--- config.mk ---
export PLATFORM = sky130hd
export DESIGN_NAME = serial_magnitude_comparator_flat
export DESIGN_NICKNAME = d
export VERILOG_FILES = /design/src/rtl/serial_magnitude_comparator_if.sv /design/src/rtl/serial_magnitude_comparator.sv /design/src/flat_wrapper.sv
export SDC_FILE = /design/constraint.sdc
export NUM_CORES = 1
export LEC_CHECK = 0
export ABC_AREA = 1
export BUFFER_PORTS_ARGS = -buffer_cell sky130_fd_sc_hd__buf_2
export CORE_ASPECT_RATIO = 1.75
export CORE_MARGIN = 2
export CORE_UTILIZATION = 50
export CTS_CLUSTER_SIZE = 14
export DETAILED_ROUTE_END_ITERATION = 10
export PLACE_DENSITY = 0.82
export SLEW_MARGIN = 5
export SYNTH_ARGS = -nofsm -noshare
export SYNTH_HDL_FRONTEND = slang
export SYNTH_SLANG_ARGS = --single-unit
--- constraint.sdc ---
create_clock -name clk -period 1.54 [get_ports clk]
set_clock_uncertainty 0.2 [all_clocks]
set_input_delay 0.154 -clock clk [delete_from_list [all_inputs] [get_ports clk]]
set_output_delay 0.154 -clock clk [all_outputs]
set_load 0.01 [all_outputs]
--- src/rtl/serial_magnitude_comparator_if.sv ---
// serial_magnitude_comparator_if: start/result handshake and operand bus for the serial comparator
interface serial_magnitude_comparator_if #(parameter int WIDTH = 8);
  logic start, ready, result_valid, result_ack, gt, eq, lt;
  logic [WIDTH-1:0] a, b;
  modport master (output start, a, b, result_ack, input ready, result_valid, gt, eq, lt);
  modport slave (input start, a, b, result_ack, output ready, result_valid, gt, eq, lt);
endinterface

--- src/rtl/serial_magnitude_comparator.sv ---
// serial_magnitude_comparator: bit-serial unsigned compare, one bit per clock, LSB- or MSB-first
module serial_magnitude_comparator #(
  parameter int WIDTH = 8,
  parameter bit MSB_FIRST = 1'b0
) (
  input logic clk,
  input logic rst_n,
  serial_magnitude_comparator_if.slave bus
);
  localparam int CW = $clog2(WIDTH + 1);
  typedef enum logic [1:0] {IDLE, SHIFT, DONE} state_t;
  state_t state, state_nx;
  logic [WIDTH-1:0] sa, sb;
  logic [CW-1:0] cnt;
  logic gt_acc, lt_acc, gt_nx, lt_nx, ai, bi, last, gt_q, eq_q, lt_q;
  always_ff @(posedge clk or negedge rst_n)
    if (!rst_n) state <= IDLE;
    else state <= state_nx;
  always_comb begin
    state_nx = state;
    if (state == IDLE && bus.start) state_nx = SHIFT;
    else if (state == SHIFT && last) state_nx = DONE;
    else if (state == DONE && bus.result_ack) state_nx = IDLE;
  end
  // LSB-first lets each higher differing bit overwrite; MSB-first freezes on the first difference
  always_comb begin
    ai = MSB_FIRST ? sa[WIDTH-1] : sa[0];
    bi = MSB_FIRST ? sb[WIDTH-1] : sb[0];
    last = cnt == CW'(WIDTH - 1);
    gt_nx = MSB_FIRST ? (gt_acc | (~lt_acc & ai & ~bi)) : ((ai & ~bi) | (~(ai ^ bi) & gt_acc));
    lt_nx = MSB_FIRST ? (lt_acc | (~gt_acc & ~ai & bi)) : ((~ai & bi) | (~(ai ^ bi) & lt_acc));
  end
  always_ff @(posedge clk or negedge rst_n)
    if (!rst_n) begin
      sa <= '0;
      sb <= '0;
      cnt <= '0;
      gt_acc <= 1'b0;
      lt_acc <= 1'b0;
      gt_q <= 1'b0;
      eq_q <= 1'b0;
      lt_q <= 1'b0;
    end else if (state == IDLE && bus.start) begin
      sa <= bus.a;
      sb <= bus.b;
      cnt <= '0;
      gt_acc <= 1'b0;
      lt_acc <= 1'b0;
      gt_q <= 1'b0;
      eq_q <= 1'b0;
      lt_q <= 1'b0;
    end else if (state == SHIFT) begin
      sa <= MSB_FIRST ? sa << 1 : sa >> 1;
      sb <= MSB_FIRST ? sb << 1 : sb >> 1;
      cnt <= cnt + CW'(1);
      gt_acc <= gt_nx;
      lt_acc <= lt_nx;
      if (last) begin
        gt_q <= gt_nx;
        lt_q <= lt_nx;
        eq_q <= ~(gt_nx | lt_nx);
      end
    end
  assign bus.ready = state == IDLE;
  assign bus.result_valid = state == DONE;
  assign bus.gt = gt_q;
  assign bus.eq = eq_q;
  assign bus.lt = lt_q;
endmodule

--- src/flat_wrapper.sv ---
// flat-port wrapper written by rule: the top's interface ports become plain ports
module serial_magnitude_comparator_flat 
#(
  parameter int WIDTH = 8,
  parameter bit MSB_FIRST = 1'b0
)
  (clk, rst_n, bus_start, bus_a, bus_b, bus_result_ack, bus_ready, bus_result_valid, bus_gt, bus_eq, bus_lt);
  serial_magnitude_comparator_if #(.WIDTH(WIDTH)) bus_i ();
  input logic clk;
  input logic rst_n;
  input wire logic [$bits(bus_i.start)-1:0] bus_start;
  input wire logic [$bits(bus_i.a)-1:0] bus_a;
  input wire logic [$bits(bus_i.b)-1:0] bus_b;
  input wire logic [$bits(bus_i.result_ack)-1:0] bus_result_ack;
  output wire logic [$bits(bus_i.ready)-1:0] bus_ready;
  output wire logic [$bits(bus_i.result_valid)-1:0] bus_result_valid;
  output wire logic [$bits(bus_i.gt)-1:0] bus_gt;
  output wire logic [$bits(bus_i.eq)-1:0] bus_eq;
  output wire logic [$bits(bus_i.lt)-1:0] bus_lt;
  assign bus_i.start = bus_start;
  assign bus_i.a = bus_a;
  assign bus_i.b = bus_b;
  assign bus_i.result_ack = bus_result_ack;
  assign bus_ready = bus_i.ready;
  assign bus_result_valid = bus_i.result_valid;
  assign bus_gt = bus_i.gt;
  assign bus_eq = bus_i.eq;
  assign bus_lt = bus_i.lt;
  serial_magnitude_comparator #(.WIDTH(WIDTH), .MSB_FIRST(MSB_FIRST)) u_core (.clk(clk), .rst_n(rst_n), .bus(bus_i));
endmodule
==> results_dict.tcl <==
set metrics [dict create \
    finalHoldViolations 0 \
    yosysMostFrequentCell "nand2_1" \
    antenna_found_initial 0 \
    die_w_um 41.9 \
    rows 24 \
    hold_ws_ns 0.0559 \
    grt_pass1_vias 1168 \
    use_met3 0.0181 \
    min_path_cells 3 \
    crit_path_max_fanout 4 \
    nets 222 \
    tightestPinTransition_ns 0.595 \
    cts-root-buf "clkbuf_8" \
    io_buffer_count 24 \
    clock.fmax_mhz 666 \
    power.internal_mw 0.940 \
    period_minus_slack_ns 1.50 \
    cts_made_buffers 3 \
    netlist_top_cells_count "70 x nand2_1, 27 x dfrtp_1, 22 x nand3_1" \
    hpwlAfterDp_mm 1.71 \
    synth-seq-area-share 0.538 \
    pwr-share-clk 0.332 \
    cts.clk_slew.worst_paths_ns 0.08 \
    core_um2 2430 \
    grt_pass1_wl_mm 4.78 \
    clk_path_buf_depth 2 \
    vias_per_cell 5.00 \
    first_iter_violations 22 \
    initial_utilization 0.516 \
    worstPathRequired_ns 1.19 \
    outcome "completed" \
    top_usage_layer "met2" \
    grtUsageMet2 0.382 \
    syn2layout_area_growth_pct 30.3 \
    clock_sinks 27 \
    overflow 0 \
    gp_congestion 0.718 \
    yosysTopAreaCellShare 0.538 \
    hold_path.class "in2reg" \
    synthesis.nets 176 \
    r2r-end "u_core.bus.eq$_DFFE_PN0P_" \
    maxSlewViolCount 0 \
    synth_edf_count 0 \
    setup_viol 0 \
    r2r-start "u_core.sb[0]$_DFFE_PN0P_" \
    grt_use_met1 0.241 \
    htree_levels 1 \
    wl_per_cell_um 11.9 \
    drtAntennaViolNets 0 \
    cts_tree "done" \
    comb_power_share 0.064 \
    rsz0062_at_grt "no" \
    drc 0 \
    vias 1121 \
    firstDrtPassIters 4 \
    switchingPower_mw 0.232 \
    path_cells "buf_4 -> nor2_2 -> buf_2" \
    slowest_stage "dfrtp_1" \
    switching_share 0.198 \
    dieArea_um2 2940 \
    synthCells 153 \
    synth_cell_type_count 16 \
    insertion_delay_ns 0.27 \
    grt_max_degree 28 \
    setup.worst_path.start_class "flip-flop" \
    grt.total_usage 0.208 \
    mappedNetlistArea_um2 1250 \
    rrSetupSlack_ns 0.10 \
    post-route-util 0.672 \
    hold_end "u_core.state[0]$_DFFE_PN0P_" \
    drive_above_1_share 0.187 \
    finish.instance_area_um2 1640 \
    yosys.area.top_type "dfrtp_1" \
    worstPathArrival_ns 1.15 \
    post-route-period-util 0.975 \
    cap_violations 0 \
    io_pins 25 \
    crit_type "reg2out" \
    routed_wl_mm 2.66 \
    placed_area_um2 1390 \
    fin_setup_tns_ns 0 \
    fp.dieH_um 70.3 \
    synth-seq-cells 27 \
    r2r_cells 7 \
    power_per_cell_area_nw_per_um2 716 \
    ys_dominant_reg_cell "dfrtp_1" \
    relSlewSlack 0.603 \
    hold_start "bus_start" \
    synth_warnings 0 \
    worst_ir_drop_vdd_v 0.000527 \
    num_antenna_cells 0 \
    worst_setup_path_end_kind "primary output" \
    power_mw 1.17 \
    cellLeakagePower_nw 0.835 \
    syn_area_per_cell_um2 8.20 \
    pwr-share-seq 0.604 \
    yosys-top-cells-area "dfrtp_1 54%, nand2_1 21%, nand3_1 8.8%" \
    cpPeakStageDelay_ns 0.42 \
    async_flop_share 1.00 \
]
## cell families (layout without fill, tap and decap cells)
| logic type | count (synthesis) | after routing | synth area share |
|---|---|---|---|
| flip-flops | 27 | 27 | 0.538 |
| AO/OA/AOI/OAI | 9 | 9 | 0.0409 |
| AND/OR/NAND/NOR | 100 | 100 | 0.335 |
| adder cells (fa/ha/maj) | 3 | 3 | 0.0299 |
| buffers and inverters | 14 | 59 | 0.0558 |
## sequential cells by signal (all words and copies together) (netlist names)
name and flops:
u_core.cnt 4, u_core.bus.lt 1, u_core.bus.eq 1, u_core.sa 8, u_core.gt_acc 1, u_core.lt_acc 1, u_core.state 2, u_core.sb 8
u_core.bus.gt 1
## power by group through the flow
stage,registers (mW),logic (mW),clock network (mW)
3_3_place_gp,0.722,0.0374,0
3_5_place_dp,0.722,0.0379,0
4_1_cts,0.708,0.0728,0.397
2_1_floorplan,0.723,0.000000198,0
5_1_grt,0.708,0.0826,0.422
6_report,0.708,0.0747,0.389
## worst max-delay path by stage
stage                                start                        end  slack (ns)  depth (start not counted)
2_1_floorplan  u_core.state[1]$_DFFE_PN0P_   u_core.sa[6]$_DFFE_PN0P_        0.20                          6
3_3_place_gp   u_core.state[0]$_DFFE_PN0P_   u_core.sb[3]$_DFFE_PN0P_        0.08                          3
3_5_place_dp   u_core.state[0]$_DFFE_PN0P_  u_core.gt_acc$_DFFE_PN0P_        0.05                          3
4_1_cts        u_core.state[0]$_DFFE_PN0P_  u_core.gt_acc$_DFFE_PN0P_        0.03                          3
5_1_grt        u_core.state[0]$_DFFE_PN0P_                  bus_ready       0.005                          3
6_report       u_core.state[0]$_DFFE_PN0P_                  bus_ready        0.04                          3
## worst max-delay path, delay by kind of cell (launching register included)
| family | cells | cell delay [ns] |
|---|---|---|
| buffers and inverters | 2 | 0.33 |
| DFF | 1 | 0.42 |
| and+or+nand+nor | 1 | 0.14 |
## cell usage in the layout (no fill, tap or decap), drive strengths merged
master and count:
clkbuf 4, dfrtp 27, inv 10, dlygate4sd3 18
a21o 1, nor2 7, nand2 71, buf 27
o21ai 6, nand3 22, ha 3, a21oi 2
## metal layers
metal	wire length [um]	share of wire
met5	0	0
met4	37	0.014
met3	92	0.035
met2	1430	0.54
met1	1110	0.42
## what timing repair did
action / CTS / global route
setup buffers: 0 / 1
setup endpoints to repair: 0 / 23
hold buffers: 18 / 0
hold endpoints to repair: 44 / 0
resized for setup: 0 / 4
## final cells by class
type / instances / area, um2
clock buffers: 4 / 45.0
multi-input cells: 112 / 519
repair buffers: 45 / 323
fillers: 189 / 797
inverters: 10 / 40.0
flip-flops and latches: 27 / 676
well taps: 26 / 32.5
## stage by stage
stage          cells  setup WS, ns
2_1_floorplan    153         0.204
3_3_place_gp     201        0.0823
3_5_place_dp     201        0.0455
4_1_cts          223        0.0290
5_1_grt          224       0.00503
6_report         224        0.0383
No activity file was read; power rests on OpenSTA's default activity.
